--- src/rtl/sobel_result_uart_tx_pkg.sv ---
`default_nettype none
// ============================================================================
// Package     : sobel_pkg
// Description : Shared constants, FSM state type and baud helper for the
//               Sobel result UART transmitter.
// Revision    : 1.0 - initial release
// ============================================================================
package sobel_pkg;

    // Frame sync bytes that open every transfer
    localparam logic [7:0] SYNC0 = 8'hA5;
    localparam logic [7:0] SYNC1 = 8'h5A;

    // Number of header bytes preceding the pixel payload
    localparam int HDR_BYTES = 6;

    typedef enum logic [2:0] {
        IDLE = 3'd0,
        HDR  = 3'd1,
        PIX  = 3'd2,
        CSUM = 3'd3,
        DONE = 3'd4
    } state_t;

    // Clocks per UART bit, rounded to nearest
    function automatic int calc_clks_per_bit(input int clk_hz, input int baud);
        return (clk_hz + (baud / 2)) / baud;
    endfunction

endpackage : sobel_pkg
`default_nettype wire

--- src/rtl/sobel_result_uart_tx_uart_tx_byte.sv ---
`default_nettype none
// ============================================================================
// Module      : uart_tx_byte
// Description : 8N1 byte serialiser with a valid/ready input. A byte is
//               captured on the handshake edge and its start bit is driven
//               from the following cycle, so back-to-back bytes leave no gap.
// Revision    : 1.0 - initial release
// ============================================================================
module uart_tx_byte #(
    parameter int CLKS_PER_BIT = 434
) (
    input  logic       clk,
    input  logic       rst_n,
    input  logic       in_valid,
    output logic       in_ready,
    input  logic [7:0] in_data,
    output logic       tx,
    output logic       frame_done
);

    localparam int c_CW = $clog2(CLKS_PER_BIT);

    logic            r_active;
    logic [c_CW-1:0] r_cnt;
    logic [3:0]      r_bit;     // 0 = start, 1..8 = data, 9 = stop
    logic [7:0]      r_data;
    logic            r_tx;

    logic w_last;
    logic w_stop_end;

    assign w_last     = (r_cnt == c_CW'(CLKS_PER_BIT - 1));
    assign w_stop_end = r_active && (r_bit == 4'd9) && w_last;
    assign in_ready   = !r_active || w_stop_end;
    assign frame_done = w_stop_end;
    assign tx         = r_tx;

    // Bit timing and serialisation; a new byte may be taken on the last stop cycle
    always_ff @(posedge clk or negedge rst_n) begin
        if (!rst_n) begin
            r_active <= 1'b0;
            r_cnt    <= '0;
            r_bit    <= 4'd0;
            r_data   <= 8'h00;
            r_tx     <= 1'b1;
        end else if (in_valid && in_ready) begin
            r_active <= 1'b1;
            r_data   <= in_data;
            r_bit    <= 4'd0;
            r_cnt    <= '0;
            r_tx     <= 1'b0;
        end else if (r_active) begin
            if (w_last) begin
                r_cnt <= '0;
                if (r_bit == 4'd9) begin
                    r_active <= 1'b0;
                    r_tx     <= 1'b1;
                end else begin
                    r_bit <= r_bit + 4'd1;
                    r_tx  <= (r_bit == 4'd8) ? 1'b1 : r_data[r_bit[2:0]];
                end
            end else begin
                r_cnt <= r_cnt + c_CW'(1);
            end
        end
    end

endmodule : uart_tx_byte
`default_nettype wire

--- src/rtl/sobel_result_uart_tx.sv ---
`default_nettype none
// ============================================================================
// Module      : sobel_result_uart_tx
// Description : Streams the Sobel output frame over UART: 6-byte header,
//               row-major pixels read from the output memory, then an 8-bit
//               additive checksum of the pixels.
// Revision    : 1.0 - initial release
// ============================================================================
module sobel_result_uart_tx
    import sobel_pkg::*;
#(
    parameter int OUTW         = 238,
    parameter int OUTH         = 238,
    parameter int OUTTOT       = OUTW * OUTH,
    parameter int ADDR_W       = 16,
    parameter int CLKS_PER_BIT = calc_clks_per_bit(50_000_000, 115_200)
) (
    input  logic              clk,
    input  logic              rst_n,
    input  logic              start,
    output logic              mem_rd_en,
    output logic [ADDR_W-1:0] mem_addr,
    input  logic [7:0]        mem_rdata,
    output logic              tx,
    output logic              busy,
    output logic              done,
    output logic [31:0]       bytes_sent
);

    localparam logic [15:0] c_OUTW16 = 16'(OUTW);
    localparam logic [15:0] c_OUTH16 = 16'(OUTH);

    state_t r_state;
    state_t w_state_nxt;

    logic [7:0]        r_hold;       // one-entry holding register feeding the shifter
    logic              r_hvld;
    logic [2:0]        r_hidx;       // header bytes staged so far
    logic              r_rd_en;
    logic              r_pend;       // read data arrives this cycle
    logic [ADDR_W-1:0] r_mem_addr;
    logic [31:0]       r_rdcnt;      // pixel reads issued
    logic [31:0]       r_hcnt;       // pixels handed to the shifter
    logic              r_cs_staged;
    logic [7:0]        r_csum;
    logic [31:0]       r_bytes;

    logic       w_ready;
    logic       w_frame_done;
    logic       w_hs;
    logic       w_accept;
    logic       w_issue;
    logic [7:0] w_hdr_byte;

    assign w_hs     = r_hvld && w_ready;
    assign w_accept = ((r_state == IDLE) || (r_state == DONE)) && start;
    assign w_issue  = (r_state == PIX) && !r_hvld && !r_rd_en && !r_pend &&
                      (r_rdcnt < 32'(OUTTOT));

    assign mem_rd_en  = r_rd_en;
    assign mem_addr   = r_mem_addr;
    assign busy       = (r_state == HDR) || (r_state == PIX) || (r_state == CSUM);
    assign done       = (r_state == DONE);
    assign bytes_sent = r_bytes;

    // Header byte for the current staging index
    always_comb begin
        w_hdr_byte = 8'h00;
        case (r_hidx)
            3'd0:    w_hdr_byte = SYNC0;
            3'd1:    w_hdr_byte = SYNC1;
            3'd2:    w_hdr_byte = c_OUTW16[15:8];
            3'd3:    w_hdr_byte = c_OUTW16[7:0];
            3'd4:    w_hdr_byte = c_OUTH16[15:8];
            3'd5:    w_hdr_byte = c_OUTH16[7:0];
            default: w_hdr_byte = 8'h00;
        endcase
    end

    // State register
    always_ff @(posedge clk or negedge rst_n) begin
        if (!rst_n) begin
            r_state <= IDLE;
        end else begin
            r_state <= w_state_nxt;
        end
    end

    // Next-state: phases advance on the handshake of their last byte
    always_comb begin
        w_state_nxt = r_state;
        case (r_state)
            IDLE, DONE: if (start) w_state_nxt = HDR;
            HDR:  if (w_hs && (r_hidx == 3'(HDR_BYTES))) w_state_nxt = PIX;
            PIX:  if (w_hs && (r_hcnt == 32'(OUTTOT - 1))) w_state_nxt = CSUM;
            CSUM: if (w_frame_done && r_cs_staged && !r_hvld) w_state_nxt = DONE;
            default: w_state_nxt = IDLE;
        endcase
    end

    // Staging of header/pixel/checksum bytes, pixel prefetch, checksum and frame count
    always_ff @(posedge clk or negedge rst_n) begin
        if (!rst_n) begin
            r_hold      <= 8'h00;
            r_hvld      <= 1'b0;
            r_hidx      <= 3'd0;
            r_rd_en     <= 1'b0;
            r_pend      <= 1'b0;
            r_mem_addr  <= '0;
            r_rdcnt     <= 32'd0;
            r_hcnt      <= 32'd0;
            r_cs_staged <= 1'b0;
            r_csum      <= 8'h00;
            r_bytes     <= 32'd0;
        end else if (w_accept) begin
            r_hvld      <= 1'b0;
            r_hidx      <= 3'd0;
            r_rd_en     <= 1'b0;
            r_pend      <= 1'b0;
            r_rdcnt     <= 32'd0;
            r_hcnt      <= 32'd0;
            r_cs_staged <= 1'b0;
            r_csum      <= 8'h00;
            r_bytes     <= 32'd0;
        end else begin
            r_rd_en <= w_issue;
            r_pend  <= r_rd_en;
            if (w_issue) begin
                r_mem_addr <= r_rdcnt[ADDR_W-1:0];
                r_rdcnt    <= r_rdcnt + 32'd1;
            end
            if (w_hs) begin
                r_hvld <= 1'b0;
                if (r_state == PIX) begin
                    r_csum <= r_csum + r_hold;
                    r_hcnt <= r_hcnt + 32'd1;
                end
            end else if (r_pend) begin
                r_hold <= mem_rdata;
                r_hvld <= 1'b1;
            end else if ((r_state == HDR) && !r_hvld && (r_hidx < 3'(HDR_BYTES))) begin
                r_hold <= w_hdr_byte;
                r_hvld <= 1'b1;
                r_hidx <= r_hidx + 3'd1;
            end else if ((r_state == CSUM) && !r_hvld && !r_cs_staged) begin
                r_hold      <= r_csum;
                r_hvld      <= 1'b1;
                r_cs_staged <= 1'b1;
            end
            if (w_frame_done) begin
                r_bytes <= r_bytes + 32'd1;
            end
        end
    end

    uart_tx_byte #(
        .CLKS_PER_BIT (CLKS_PER_BIT)
    ) u_uart_tx_byte (
        .clk        (clk),
        .rst_n      (rst_n),
        .in_valid   (r_hvld),
        .in_ready   (w_ready),
        .in_data    (r_hold),
        .tx         (tx),
        .frame_done (w_frame_done)
    );

endmodule : sobel_result_uart_tx
`default_nettype wire

--- config.mk ---
export PLATFORM = sky130hd
export DESIGN_NAME = sobel_result_uart_tx
export DESIGN_NICKNAME = d
export VERILOG_FILES = /design/src/rtl/sobel_result_uart_tx_pkg.sv /design/src/rtl/sobel_result_uart_tx_uart_tx_byte.sv /design/src/rtl/sobel_result_uart_tx.sv
export SDC_FILE = /design/constraint.sdc
export NUM_CORES = 1
export LEC_CHECK = 0
export CAP_MARGIN = 20
export CORE_UTILIZATION = 45
export DETAILED_ROUTE_END_ITERATION = 6
export PLACE_DENSITY = 0.64
export SYNTH_ARGS = -nofsm -noshare
export SYNTH_HDL_FRONTEND = slang
export SYNTH_SLANG_ARGS = --single-unit
export TNS_END_PERCENT = 20
--- constraint.sdc ---
create_clock -name clk -period 2.4 [get_ports clk]
set_input_delay 0.36 -clock clk [delete_from_list [all_inputs] [get_ports clk]]
set_output_delay 0.36 -clock clk [all_outputs]
set_load 0.005 [all_outputs]
; Word level (Yosys, flattened, before mapping)
; Index checks and enable logic that the tools add are counted.
[word_totals]
reg_bits = 161
in_bits = 11
out_inout_bits = 52
wordCells = 148
[classes]
n_reduce_logical = 47
magnitude_cmp = 3
muxes = 52
add_sub_neg = 7
eq_ne = 20
n_bitwise = 2
[op_table]
columns = operator, count
row1 = 32-bit two-way mux, 7
row2 = "32-bit by 1-bit adder with 32-bit output, second input constant", 3
row3 = 8-bit two-way mux, 6
row4 = "32-bit by 16-bit == test with 1-bit output, second input constant", 1
row5 = "32-bit by 16-bit < comparator with 1-bit output, second input constant", 1
row6 = 9-bit two-way mux, 3
row7 = 3-bit two-way mux, 8
row8 = 8-bit one-hot mux with 3 select lines, 1
row9 = 1-bit two-way mux, 21
row10 = 1-bit logical AND, 16
row11 = 4-bit two-way mux, 4
row12 = 2-bit nonzero test, 8
row13 = 3-bit one-hot mux with 4 select lines, 1
row14 = "2-bit by 1-bit inequality test with 1-bit output, second input constant", 5
row15 = "9-bit by 1-bit adder with 9-bit output, second input constant", 1
row16 = "3-bit by 2-bit == test with 1-bit output, second input constant", 3
row17 = "3-bit == test, second input constant", 3
row18 = "9-bit == test, second input constant", 1
row19 = 3-bit AND reduction, 3
row20 = 8-bit adder, 1
row21 = "4-bit == test, second input constant", 2
row22 = 4-bit AND reduction, 2
row23 = "3-bit by 1-bit == test with 1-bit output, second input constant", 2
row24 = 3-bit zero test, 2
row25 = other kinds (13), 26

; Longest topological paths before layout
; Gate-level depths: netlist of the first run.
[depth]
word_depth = 8
mapped_depth = 9
ltp_nobuf = 8

; By module
; Synthesis of the first run repeated with hierarchy kept, for this count alone.
[unflattened]
hier_cells = 761
area_unflattened_um2 = 8045.2
[modules_own_cells]
columns = module, seq_area_each_um2, n_inst, area_per_inst_um2, cells_each
row1 = sobel_result_uart_tx, 3453.3, 1, 6789.0, 648
row2 = uart_tx_byte, 576.8, 1, 1256.2, 113

; Worst setup path before layout of the first run
; Ideal clock, no wire load.
[synth_timing]
path_type = register to register
start = reg r_rdcnt[4]
end = reg r_rdcnt[8]
arrival_ns = 2.421
path_slack_ns = -0.099
n_path_buf = 1
required_ns = 2.322
stages_incl_launch_ff = 7
setup_ns = 0.078
period_less_slack_ns = 2.499
cell_sequence = dfrtp_1 or4_1 a311o_1 a2111o_1 buf_6 or4_1 a21oi_1
[synth_between]
elab_chain_len = 3
word_cells_on_any_way = 6
cone_classes = 1 x add/sub / 1 x order compare / 2 x mux / 2 x reduce/logical
[synth_lines]
columns = item, line_no
row1 = "start, declared", sobel_result_uart_tx.sv:42  ; logic [31:0] r_rdcnt;
row2 = "start signal, assigned", sobel_result_uart_tx.sv:130  ; r_rdcnt <= r_rdcnt + 32'd1;
row3 = 32-bit by 1-bit adder with 32-bit output or 32-bit by 16-bit < comparator with 1-bit output (tied branches), "sobel_result_uart_tx.sv:130, sobel_result_uart_tx.sv:58"
row4 = 32-bit two-way mux or 1-bit logical AND (tied branches), "sobel_result_uart_tx.sv:128, sobel_result_uart_tx.sv:57"
row5 = 32-bit two-way mux or 2-bit nonzero test (tied branches), --
; Several ways; a longest one is shown, not always the timed one. The select of a mux whose other input is x is not followed.
; A chain may end at the register's enable or synchronous reset.

; Worst setup path after layout of the first run
[layout_timing]
start = reg r_rdcnt[4]
end = reg r_rdcnt[7]
; The elaborated chain is that of the path after synthesis.

==> impl_metrics.tcl, run 1 <==
set metrics [dict create \
    core_um2 18000 \
    start_util_pct 46.0 \
    grt_max_degree 54 \
    viasPerCell 5.58 \
    antenna_found_initial 0 \
    max_slew_margin_pct 58.8 \
    worst_r2r_path_depth 6 \
    gp_congestion 0.792 \
    synth_top_flop_cell "dfrtp_1" \
    drt_first_pass_iters 7 \
    diodes 0 \
    crit_path_end_kind "flop" \
    grtUsageTotal_pct 21.1 \
    period_needed_ns 2.44 \
    hold_path_class "in2async" \
    syn_area_um2 8260 \
    drc 2 \
    p_seq_share_pct 47.1 \
    cts_root_buf "clkbuf_16" \
    tightest_slew_ns 0.613 \
    comb_power_share_pct 3.9 \
    seq_area_frac_synth_pct 48.8 \
    switching_share_pct 21.6 \
    maxCapViolCount 0 \
    asyncSetResetFlopFracSynth_pct 100 \
    rsz0062_at_grt "yes" \
    finalCritPeriodShare_pct 102 \
    rrSetupSlack_ns -0.04 \
    fillerInstances 1606 \
    h-tree-depth 4 \
    synth_top_area_share_pct 48.5 \
    clockBufferDepth 2 \
    first_global_vias 6250 \
    cp_max_fo 7 \
    wl_per_cell_um 15.7 \
    ys_types 56 \
    hold_viol_final 0 \
    drt_wl_total_mm 18.8 \
    antenna_left 0 \
    dieHeight_um 138 \
    via_count 6688 \
    synth_nets 879 \
    rows 49 \
    power_frac_clock_pct 49.1 \
    syn2layout_area_growth_pct 24.4 \
    fin_worst_hold_slack_ns 0.444 \
    vdd_ir_drop_max_v 0.000512 \
    setup_ws_ns -0.0399 \
    finClkSkew_ns 0.0125 \
    drt_iter0_drc 336 \
    path_class "reg2reg" \
    clock-sinks 161 \
    netlist_top_cells_count "dfrtp_1 (160), nor2_1 (75), nand2_1 (69)" \
    drive_gt1_share_pct 15.4 \
    power_leakage_nw 4.30 \
    startpoint_type "flop" \
    internal_power_mw 4.60 \
    io_pins 63 \
    netSwitchingPower_mw 1.27 \
    power_density_nw_per_um2 572 \
    fin_tns_setup_ns -0.0760 \
    max_freq_mhz 410 \
    nets 989 \
    dp_hpwl_mm 12.7 \
    yosysWarnings 0 \
    synth_seq_cells 161 \
    cts_tree "done" \
    syn_avg_cell_area_um2 9.74 \
    port_buffers 62 \
    fp.dieW_um 138 \
    dieArea_um2 18900 \
    synth_area_leaders "dfrtp_1 (48%), xor2_1 (4.2%), mux2_2 (4.1%)" \
    seq_area_um2 4030 \
    synth_edf_count 0 \
    clk_latency_ns 0.43 \
    worstPathRequired_ns 2.75 \
    synth_cells 848 \
    synth_area_leader_cell "dfrtp_1" \
    setup_violations 2 \
    utilization_pct 57.2 \
    finalMaxSlewViolations 0 \
    overflow 0 \
    rr_endpoint "r_rdcnt[7]" \
    yosysMostFrequentCell "dfrtp_1" \
    clkSlewWorstSetupHoldPaths_ns 0.07 \
    status "complete, but fails checks" \
    multiInputGateArea_um2 4050 \
    rr_startpoint "r_rdcnt[4]" \
    cts_buffers 17 \
    grt_pass1_wl_mm 31.2 \
    cp.arrival_ns 2.79 \
    violations "DRC, setup timing" \
]
-- worst max path at each step --
stage | start | to | slack [ns] | cells past startpoint
2_1_floorplan | r_rdcnt[4] | r_rdcnt[8] | -0.04 | 6
3_3_place_gp | r_rdcnt[4] | r_rdcnt[13] | -0.04 | 5
3_5_place_dp | r_rdcnt[4] | r_rdcnt[10] | -0.05 | 5
4_1_cts | r_rdcnt[4] | r_rdcnt[13] | -0.05 | 5
5_1_grt | r_rdcnt[4] | r_rdcnt[7] | -0.12 | 6
6_report | r_rdcnt[4] | r_rdcnt[7] | -0.04 | 6
-- routing by layer --
layer  global-route usage (%)  wire length [µm]
met4                     5.98               236
met2                     32.7              8670
met3                     3.64               600
met1                     30.3              9330
met5                        0                 0
-- logic make-up (layout without fill, tap and decap cells) --
logic type | after synthesis | in the layout | synth area share, %
adder cells (fa/ha/maj) | 20 | 20 | 3.12
AO/OA/AOI/OAI | 143 | 143 | 10.6
buffers and inverters | 65 | 187 | 3.07
flip-flops | 161 | 161 | 48.8
AND/OR/NAND/NOR | 376 | 376 | 24.4
multiplexers | 34 | 34 | 4.88
XOR/XNOR | 49 | 49 | 5.19
-- worst max-delay path, stage by stage (launching register included) --
cell and delay, ns:
dfrtp_1 0.37, or4_1 0.52, a311o_1 0.33, a2111o_1 0.48
buf_4 0.18, or3_1 0.34, a21oi_1 0.15
-- power by group through the flow --
| stage | Combinational, mW | Clock, mW | Sequential [mW] |
|---|---|---|---|
| after detailed placement | 0.230 | 0 | 2.82 |
| after global routing | 0.265 | 3.06 | 2.77 |
| after global placement | 0.227 | 0 | 2.82 |
| final | 0.227 | 2.88 | 2.77 |
| after floorplan | 0.125 | 0 | 2.81 |
| after CTS | 0.233 | 2.94 | 2.77 |
-- cells in the final DEF, fill, tap and decap left out, drive strengths merged, types with 8 or more instances in the layout --
cell type      count
o21ai             47
nor3               9
nand3             50
or4               14
a21oi             46
buf               68
nand2             69
xnor2              9
ha                19
mux2              30
and4              12
nor2              75
xor2              40
o2111ai            8
clkbuf            19
o31ai             15
nor4              21
or3               25
o211ai             8
and2              23
and3              17
clkdlybuf4s50     61
dfrtp            160
inv               27
nand4             33
-- repair_timing --
action                     in CTS  in global routing
gates resized for setup         1                 13
setup endpoints to repair       8                 40
hold endpoints to repair       45                  0
gates cloned                    0                  0
pin swaps                       3                  8
hold buffers                    1                  0
setup buffers                   0                  4
-- flip-flops by register name, indices dropped and copies added (netlist names), 3 cells and up --
name	cells
u_uart_tx_byte.r_data	8
bytes_sent	32
r_hidx	3
r_hold	8
r_hcnt	32
r_state	3
u_uart_tx_byte.r_bit	4
r_rdcnt	32
u_uart_tx_byte.r_cnt	9
r_csum	8
mem_addr	16
-- through the flow --
step	power, mW	setup slack [ns]	instance area, µm²	instances
3_3_place_gp	3.04	-0.0433	9540	1163
3_5_place_dp	3.05	-0.0533	9540	1163
6_report	5.87	-0.0399	10300	1199
5_1_grt	6.10	-0.120	10300	1199
4_1_cts	5.94	-0.0465	10200	1195
2_1_floorplan	2.93	-0.0412	8260	848
-- final cells by class --
class                   count  area share (%)
clock buffers              19            4.31
repair buffers            130            11.6
inverters                  26           0.950
well taps                 229            2.79
flip-flops and latches    161            39.2
multi-input cells         622            39.4
clock inverters            12            1.78
(Power assumes the default switching activity.)
==> inputs of run 2 (changes only) <==
CORE_ASPECT_RATIO = 0.7   (was default)
==> run 2 against run 1 <==
The run ends with setup timing left. Combinational power up 2%. Fmax down 1.5%. Final area up 0.39%. Register-to-register slack worse by 0.04 ns. Setup slack worse by 0.038 ns. Utilization up 0.087 points. Sequential power about the same. Critical path type unchanged.
==> impl_metrics.tcl, run 2 (same netlist as run 1, synthesis figures left out) <==
set metrics [dict create \
    maxCapViolCount 0 \
    drt_wl_total_mm 19.1 \
    drc 0 \
    overflow 0 \
    layout_commonest_cell "dfrtp_1" \
    period_needed_ns 2.48 \
    worst_r2r_path_depth 5 \
    setup_violations 7 \
    power_leakage_nw 4.33 \
    cts_buffers 17 \
    port_buffers 62 \
    dp_hpwl_mm 13.1 \
    drt_first_pass_iters 5 \
    viasPerCell 5.56 \
    drt_iter0_drc 468 \
    nets 995 \
    rr_endpoint "r_rdcnt[13]" \
    rsz0062_at_grt "yes" \
    wl_met2_mm 7.65 \
    syn2layout_area_growth_pct 24.8 \
    cp_max_fo 5 \
    antenna_found_initial 0 \
    clock-sinks 161 \
    grt_max_degree 44 \
    max_freq_mhz 404 \
    crit_path_end_kind "flop" \
    status "complete, but fails checks" \
    gp_congestion 0.823 \
    setup_ws_ns -0.0776 \
    cts_root_buf "clkbuf_16" \
    cts_tree "done" \
    dieArea_um2 18900 \
    dieHeight_um 115 \
    io_pins 63 \
    diodes 0 \
    rrSetupSlack_ns -0.08 \
    finalMaxSlewViolations 0 \
    antenna_left 0 \
    rr_startpoint "r_rdcnt[4]" \
    wl_met1_mm 10.5 \
    first_global_vias 6312 \
    fp.dieW_um 164 \
    rows 41 \
    final_area_um2 10300 \
    hold_path_class "in2async" \
    worstPathRequired_ns 2.75 \
    start_util_pct 45.9 \
    power_density_nw_per_um2 563 \
    fin_cells 1213 \
    clockBufferDepth 2 \
    clkSlewWorstSetupHoldPaths_ns 0.06 \
    tightest_slew_ns 0.637 \
    path_class "reg2reg" \
    drive_gt1_share_pct 15.7 \
    hold_viol_final 0 \
    violations "setup timing" \
    place_area_um2 9610 \
    startpoint_type "flop" \
    vdd_ir_drop_max_v 0.000380 \
    dp_cells 1174 \
    fin_worst_hold_slack_ns 0.418 \
    max_slew_margin_pct 57.1 \
    layout_common_cells "dfrtp_1 (160), nor2_1 (75), nand2_1 (69)" \
    h-tree-depth 4 \
    core_um2 18000 \
    grtUsageTotal_pct 21.6 \
    clk_latency_ns 0.42 \
    cp.arrival_ns 2.83 \
    top_layer "met4" \
    via_count 6742 \
    grt_pass1_wl_mm 32.0 \
    wl_met3_um 703 \
    wl_per_cell_um 15.7 \
    finalCritPeriodShare_pct 103 \
    finClkSkew_ns 0.00802 \
    fin_tns_setup_ns -0.233 \
]
run 2: how the worst max path moves through the flow:
stage               startpoint           to  depth (start not counted)
floorplan           r_rdcnt[4]   r_rdcnt[8]                          6
detailed placement  r_rdcnt[4]  r_rdcnt[13]                          5
CTS                 r_rdcnt[4]  r_rdcnt[11]                          6
global placement    r_rdcnt[4]  r_rdcnt[13]                          5
global route        r_rdcnt[4]  r_rdcnt[13]                          5
finish              r_rdcnt[4]  r_rdcnt[13]                          5
run 2: stage by stage:
stage / power, mW / utilization [%] / worst slack, ns
after floorplan: 2.93 / - / -0.0412
after global placement: 3.04 / 53.4 / -0.0944
after detailed placement: 3.05 / 53.4 / -0.135
after CTS: 5.87 / 56.9 / -0.0565
after global routing: 6.01 / 57.3 / -0.149
final: 5.81 / 57.3 / -0.0776
run 2: critical path, stage by stage, from the launching register on:
cell	delay (ns)
dfrtp_1	0.37
or4_1	0.53
a311o_1	0.37
a2111o_1	0.47
or4_1	0.52
a21oi_1	0.15
run 2: layout make-up:
type	count	area [µm²]
fillers	1562	7690
well taps	236	295
inverters	26	97.6
repair buffers	134	1230
flip-flops and latches	161	4030
multi-input cells	624	4040
clock buffers	20	457
clock inverters	12	158
run 2: report_power, final:
group	internal [mW]	total (mW)	switching [mW]	leakage (nW)
Combinational	0.0954	0.231	0.135	2.14
Sequential	2.74	2.77	0.0237	1.90
Clock	1.70	2.81	1.11	0.293
Total	4.53	5.81	1.27	4.33
run 2: what timing repair did:
action                                  4_1_cts  5_1_grt
resized for setup                             0        8
gates cloned                                  1        1
hold buffers                                  1        0
endpoints found under the setup margin       22       52
pin swaps                                     6        6
buffers inserted                              1        3
endpoints found under the hold margin        39        0
run 2: metal layers:
metal | track usage [%] | up-vias
li1 | - | 3323
met1 | 34.5 | 3286
met3 | 3.61 | 17
met2 | 29.4 | 116
met4 | 6.42 | 0
met5 | 0 | -
==> inputs of run 3 (changes only) <==
CORE_UTILIZATION = 53   (was 45)
PLACE_DENSITY = 0.7   (was 0.64)
SKIP_LAST_GASP = 1   (was default)
clock period = 3 ns   (was 2.4 ns; I/O delays follow)
==> run 3 against run 2 <==
First-iteration DRC count up 3.0%. Clock power shrank 14%. Critical endpoint unchanged. The flow now finishes without violations. Largest cell class is now sequential cells. Via count rose by 0.64%.
==> impl_metrics.tcl, run 3 (same netlist as run 1, synthesis figures left out) <==
set metrics [dict create \
    drt_iter0_drc 482 \
    crit_path_end_kind "flop" \
    drive_gt1_share_pct 11.1 \
    antenna_found_initial 0 \
    via_count 6785 \
    layout_common_cells "dfrtp_1 (160), nor2_1 (75), nand2_1 (69)" \
    rows 37 \
    antenna_left 0 \
    status "finished, final reports clean" \
    layout_commonest_cell "dfrtp_1" \
    hold_path_class "in2async" \
    rr_startpoint "r_rdcnt[4]" \
    drc 0 \
    port_buffers 62 \
    fin_tns_setup_ns 0 \
    setup_violations 0 \
    wl_per_cell_um 18.0 \
    worstPathRequired_ns 3.34 \
    cts_tree "done" \
    clkSlewWorstSetupHoldPaths_ns 0.07 \
    max_freq_mhz 357 \
    first_global_vias 6663 \
    grtUsageTotal_pct 26.9 \
    postCtsHoldBufs 0 \
    dp_hpwl_mm 13.7 \
    core_um2 15000 \
    rrSetupSlack_ns 0.20 \
    path_class "reg2reg" \
    clk_latency_ns 0.43 \
    startpoint "r_rdcnt[4]" \
    diodes 0 \
    cts_setup_buffers 0 \
    max_slew_margin_pct 42.6 \
    grt_pass1_wl_mm 33.6 \
    cts_buffers 17 \
    cts_root_buf "clkbuf_16" \
    clock-sinks 161 \
    p_seq_share_pct 45.8 \
    start_util_pct 55.3 \
    startpoint_type "flop" \
    drt_wl_total_mm 20.2 \
    power_frac_clock_pct 50.3 \
    viasPerCell 6.04 \
    nets 947 \
    comb_power_share_pct 3.9 \
    worst_r2r_path_depth 5 \
    gp_congestion 0.836 \
    final_area_um2 9880 \
    dieArea_um2 16100 \
    vdd_ir_drop_max_v 0.000290 \
    drt_first_pass_iters 5 \
    power_density_nw_per_um2 489 \
    finalMaxSlewViolations 0 \
    switching_share_pct 22.1 \
    overflow 0 \
    fp.dieW_um 151 \
    endpoint "r_rdcnt[13]" \
    ctsResizeCount 0 \
    finalCritPeriodShare_pct 93.4 \
    place_area_um2 9220 \
    grt_max_degree 75 \
    hold_viol_final 0 \
    rsz0062_at_grt "no" \
    netSwitchingPower_mw 1.07 \
    total_power_mw 4.83 \
    clockBufferDepth 2 \
    maxCapViolCount 0 \
    period_needed_ns 2.80 \
    io_pins 63 \
    finClkSkew_ns 0.0129 \
    rr_endpoint "r_rdcnt[13]" \
    tightest_slew_ns 0.860 \
    power_leakage_nw 4.11 \
    dieHeight_um 106 \
    fillerInstances 1168 \
    h-tree-depth 4 \
    cp_max_fo 12 \
    internal_power_mw 3.76 \
    cp.arrival_ns 3.14 \
    syn2layout_area_growth_pct 19.5 \
]
==> run 3: final cells by class <==
cell class	count	area (µm²)	share of cell area [%]
multi-input cells	622	4000	40.5
well taps	195	244	2.47
clock inverters	14	228	2.31
repair buffers	88	855	8.65
clock buffers	17	425	4.31
flip-flops and latches	161	4030	40.8
inverters	26	97.6	0.988
==> run 3: layer usage <==
layer / up-vias / global-route usage (%) / wire [µm]
met5: - / 0 / 0
li1: 3206 / - / -
met4: 0 / 7.29 / 222
met2: 183 / 39.3 / 9120
met3: 21 / 5.67 / 1010
met1: 3375 / 40.2 / 9810
==> run 3: worst min path at each step <==
stage	end	depth (start not counted)	slack, ns
after detailed placement	mem_addr[6]	2	0.47
after global placement	u_uart_tx_byte.tx	2	0.47
final	r_csum[4]	1	0.04
after CTS	r_csum[4]	1	0.06
after global routing	r_csum[4]	1	0.09
after floorplan	bytes_sent[0]	0	0.15
==> run 3: worst max-delay path, cell delays in order, from the launching register on <==
cell	delay (ns)
dfrtp_1	0.44
or4_1	0.60
a311o_1	0.41
a2111o_1	0.54
or4_1	0.55
a21oi_1	0.17
==> run 3: per-stage QoR <==
step / util (%) / setup WS, ns / hold WS, ns / instances
floorplan: - / 0.501 / 0.154 / 848
global placement: 61.7 / 0.345 / 0.468 / 1092
detailed placement: 61.7 / 0.239 / 0.470 / 1092
CTS: 66.1 / 0.215 / 0.0648 / 1123
global route: 66.1 / 0.0131 / 0.0915 / 1123
finish: 66.1 / 0.198 / 0.0383 / 1123
==> run 3: power groups by stage <==
stage	sequential, mW	combinational [mW]	clock (mW)
2_1_floorplan	2.25	0.0996	0
3_3_place_gp	2.25	0.178	0
3_5_place_dp	2.25	0.187	0
4_1_cts	2.21	0.191	2.47
5_1_grt	2.21	0.217	2.56
6_report	2.21	0.188	2.43
==> patch 1 (config.mk and constraints of run 2) <==
Encoding of `state_t`: now one-hot (5 bits for 5 states).
--- a/src/rtl/sobel_result_uart_tx_pkg.sv
+++ b/src/rtl/sobel_result_uart_tx_pkg.sv
@@ -15,10 +15,10 @@
     localparam int HDR_BYTES = 6;
 
-    typedef enum logic [2:0] {
-        IDLE = 3'd0,
-        HDR  = 3'd1,
-        PIX  = 3'd2,
-        CSUM = 3'd3,
-        DONE = 3'd4
+    typedef enum logic [4:0] {
+        IDLE = 5'b00001,
+        HDR  = 5'b00010,
+        PIX  = 5'b00100,
+        CSUM = 5'b01000,
+        DONE = 5'b10000
     } state_t;
 
Check against the original RTL: same outputs for any inputs over 10 cycles, from zero or initial values and one cycle with rst_n low; not proved beyond that.
==> patch 1 against run 2 <==
  * The flow still finishes with violations (negative setup slack)
  * Synthesized cell count decreased by 1.2%
  * Sequential share of layout area increased by 1.8 points
  * Sequential cell count increased by 2
  * Area after synthesis decreased by 0.74%
  * Cell area decreased by 3.1%
  * Setup slack improved by 0.039 ns
  * Maximum frequency increased by 1.6%
  * Critical path depth unchanged
  * Non-clock buffer count decreased by 31
  * Routed wire length decreased by 5.8%
Power is not compared: it rests on default switching activity, and its combinational part moved more than twofold at a synthesized area within 25%.
==> patch 1: results (changes against run 2) <==
Status: complete, but fails checks
Failing checks: negative setup slack
Layout Nets: 957 (-3.8%)
Global-route met3 utilization: 4.87% (+1.3 points)
Multi-input combinational area share: 39.2% (about the same)
M1 GR Usage: 31.9% (-2.5 points)
Non-clock buffer share: 9.77% (-2.2 points)
Adder-cell area share of the yosys netlist: 3.14% (+0.023 points)
Gr usage total: 20.6% (-0.94 points)
Number of distinct library cells after synthesis: 59 (+5.4%)
Slew HR: 60.1% (+3.0 points)
Setup bufs post-CTS: 0 (-1)
Area contributors post-synth: dfrtp_1 49%, xnor2_1 4.2%, nand2_1 4.1%, nor2_1 4.0%, xor2_1 3.1%
Met1 WL: 9540 microns (-9.2%)
Reg2reg setup slack: 0.14 ns (+0.22 ns)
Finished Layout Cells: 1170 (-3.5%)
WL met3: 866 microns (+23%)
Fillers: 1526 (-2.3%)
Most common library cells after synthesis: 161 x dfrtp_1, 89 x nand2_1, 88 x nor2_1
Global-route wire length before repair: 30500 microns (-4.7%)
CTS resizes: 7 (+7)
RePlAce Congestion: 0.774 (-6.0%)
Crit path from: r_state[1]
Logic inverters: 29 (+12%)
DP Cell Count: 1135 (-3.3%)
Endpoints failing setup: 1 (-6)
Fin Hold WS: 0.472 ns (+0.0543 ns)
Die width: 163 microns (-0.37%)
Synth Area in Compound Gates: 7.93% (-2.7 points)
WL per Instance: 15.4 microns (-2.3%)
ClkCell Share: 6.22% (+0.26 points)
RR Startpoint: u_uart_tx_byte.r_cnt[1]
Vias in the first global route: 5955 (-5.7%)
Met2 wire length: 7430 microns (-2.9%)
Worst setup margin: -0.0391 ns (+0.0386 ns)
Met2 Track Usage GR: 28.8% (-0.59 points)
Syn Inst Count: 838 (-1.2%)
Via density: 5.33 (-4.1%)
Num Clock Sinks: 163 (+1.2%)
Clock buffer cells: 22 (+10%)
Setup clock skew after layout: 0.0108 ns (+0.00281 ns)
## patch 1: cell types whose count changed in the layout (fill, tap and decap cells not counted), moves of 11 or more
cell / change
nand4_1: -11
xnor2_1: +30
nor2_1: +12
a21oi_1: -14
nor3_1: +13
xor2_1: -11
nand2_1: +18
buf_4: -29
## patch 1: critical path, cell delays in order (launching register included)
cell and delay (ns):
dfrtp_1 0.46, nor3_4 0.28, nand2_2 0.16, o311ai_2 0.12, buf_4 0.15, clkdlybuf4s50_1 0.49
## patch 1: power groups by stage
stage | clock (mW) | combinational [mW] | sequential [mW]
2_1_floorplan | 0 | 1.14 | 3.33
3_3_place_gp | 0 | 1.72 | 3.40
3_5_place_dp | 0 | 1.74 | 3.41
4_1_cts | 2.92 | 1.77 | 3.38
5_1_grt | 3.04 | 2.01 | 3.43
6_report | 2.86 | 1.78 | 3.38
## patch 1: cell families after synthesis
logic type / Yosys count
flops: 163
compound gates: 105
simple gates: 390
fa+ha+maj: 20
buf+inv: 63
xor+xnor: 68
mux: 29
==> patch 2 (settings of run 2) <==
Made on the original files. The parameter `ADDR_W` goes from 16 to 17.
--- a/src/rtl/sobel_result_uart_tx.sv
+++ b/src/rtl/sobel_result_uart_tx.sv
@@ -13,5 +13,5 @@
     parameter int OUTH         = 238,
     parameter int OUTTOT       = OUTW * OUTH,
-    parameter int ADDR_W       = 16,
+    parameter int ADDR_W       = 17,
     parameter int CLKS_PER_BIT = calc_clks_per_bit(50_000_000, 115_200)
 ) (
Ports: changed (resized mem_addr); port bits go from 63 to 64. No check against the original RTL was run, so the function may have changed too.
==> patch 2 against run 2 <==
  * Area after synthesis grew 1.5%
  * Critical path type unchanged
  * Routed wire length rose by 1.0%
  * Setup slack improved by 0.14 ns
  * Cell area fell by 1.1%
  * Count of clock-buffer cells in the layout decreased by 2
  * Hold slack gained 0.054 ns
  * Sequential cell count rose by 1
Power is not compared: it rests on default switching activity, and its combinational part moved more than twofold at a synthesized area within 25%.
==> patch 2: results (changes against run 2) <==
Mux share of post-synthesis cell area: 5.76% (+0.88 points)
Final HPWL DP: 13400 microns (+2.7%)
Critical Path Sink: r_hcnt[10]
Number of distinct library cells after synthesis: 66 (+18%)
Dpl cell area: 9630 sq um (+0.18%)
Most common library cells after synthesis: 161 x dfrtp_1, 75 x nor2_1, 70 x nand2_1
Worst slack at placement: 0.00818 ns (+0.144 ns)
Arrival time at the worst endpoint: 2.69 ns (-0.14 ns)
Layout Nets: 988 (-0.70%)
Status: finished clean
IO Port Bufs: 63 (+1.6%)
Adder-cell area share of the yosys netlist: 3.07% (-0.047 points)
Slew HR: 62.2% (+5.0 points)
Post-Synth XOR/XNOR Area: 4.28% (-0.91 points)
Drt first-iter violations: 549 (+17%)
Crit share post-route: 97.3% (-5.9 points)
Syn_nets: 887 (+0.91%)
Setup bufs post-CTS: 0 (-1)
Finished Layout Cells: 1206 (-0.58%)
Area contributors post-synth: dfrtp_1 48%, mux2_2 4.0%, nor2_1 3.4%, nand2_1 3.1%, ha_1 2.8%
Gr usage total: 21.4% (-0.14 points)
Worst path max stage delay: 0.47 ns (-0.06 ns)
Mean post-synth cell area: 9.80 sq um (+0.58%)
Sequential area share after synthesis: 48.3% (-0.44 points)
Vias in the first global route: 6161 (-2.4%)
Reg2reg path depth: 8 (+3)
Setup clock skew after layout: 0.00878 ns (+0.000756 ns)
Reg2reg setup slack: 0.06 ns (+0.14 ns)
Worst-path fanout max: 7 (+2)
-- patch 2: changes by cell type in the layout (fill, tap and decap cells not counted), moves of 8 or more --
cell	change
xor2_1	-19
nor3_1	+14
xnor2_1	+11
and3_1	-10
nand2b_1	+9
nand4_1	-9
mux2i_1	+8
-- patch 2: layout make-up --
type / instances / area [sq um]
inverters: 31 / 116
well taps: 236 / 295
clock buffers: 18 / 439
flip-flops and latches: 162 / 4060
clock inverters: 14 / 105
repair buffers: 123 / 1110
fillers: 1616 / 7900
multi-input cells: 622 / 4080
-- patch 2: what timing repair did --
action                                  in CTS  in global routing
resized for setup                            1                  6
pin swaps                                    0                  3
endpoints found under the setup margin       1                 26
hold buffers                                 1                  0
hold endpoints to repair                    53                  0
-- patch 2: worst register-to-register path: cells and delay by family (launching register included) --
kind            cells  cell delay, ns
buf+inv             2            0.23
flops               1            0.38
compound gates      2            0.55
fa+ha+maj           1            0.21
simple gates        3            0.88
-- patch 2: stage by stage --
step / power [mW] / utilization [%] / hold slack, ns
after global placement: 4.97 / 53.2 / 0.376
final: 7.48 / 56.4 / 0.472
after CTS: 7.54 / 56.2 / 0.488
after detailed placement: 4.98 / 53.2 / 0.382
after global routing: 7.87 / 56.4 / 0.503
after floorplan: 4.27 / - / 0.0644
-- patch 2: worst min-delay path by stage --
stage,end,slack (ns)
finish,u_uart_tx_byte.r_cnt[3],0.47
detailed placement,u_uart_tx_byte.r_cnt[3],0.38
floorplan,bytes_sent[0],0.06
global placement,u_uart_tx_byte.r_cnt[5],0.38
global route,r_rdcnt[16],0.50
CTS,u_uart_tx_byte.r_data[1],0.49
-- patch 2: routing by layer --
layer,GRT usage (%),share of wire (%),routed length (microns),vias up
met5,0,0,0,-
met4,7.28,1.2,225,0
met3,3.13,4.2,813,19
met2,29.1,41,7880,155
met1,34.2,54,10300,3301
li1,-,-,-,3291
-- patch 2: power by group through the flow --
stage               registers (mW)  logic, mW  clock network, mW
floorplan                     3.14       1.12                  0
global placement              3.19       1.79                  0
detailed placement            3.19       1.79                  0
CTS                           3.14       1.81               2.59
global route                  3.17       2.00               2.70
finish                        3.15       1.79               2.54
-- patch 2: cells by family after synthesis --
family	Yosys count
AOI/OAI and AO/OA	148
and+or+nand+nor	371
adders and majority gates	20
DFF	162
xor gates and xnor gates	41
buffers and inverters	72
muxes	42
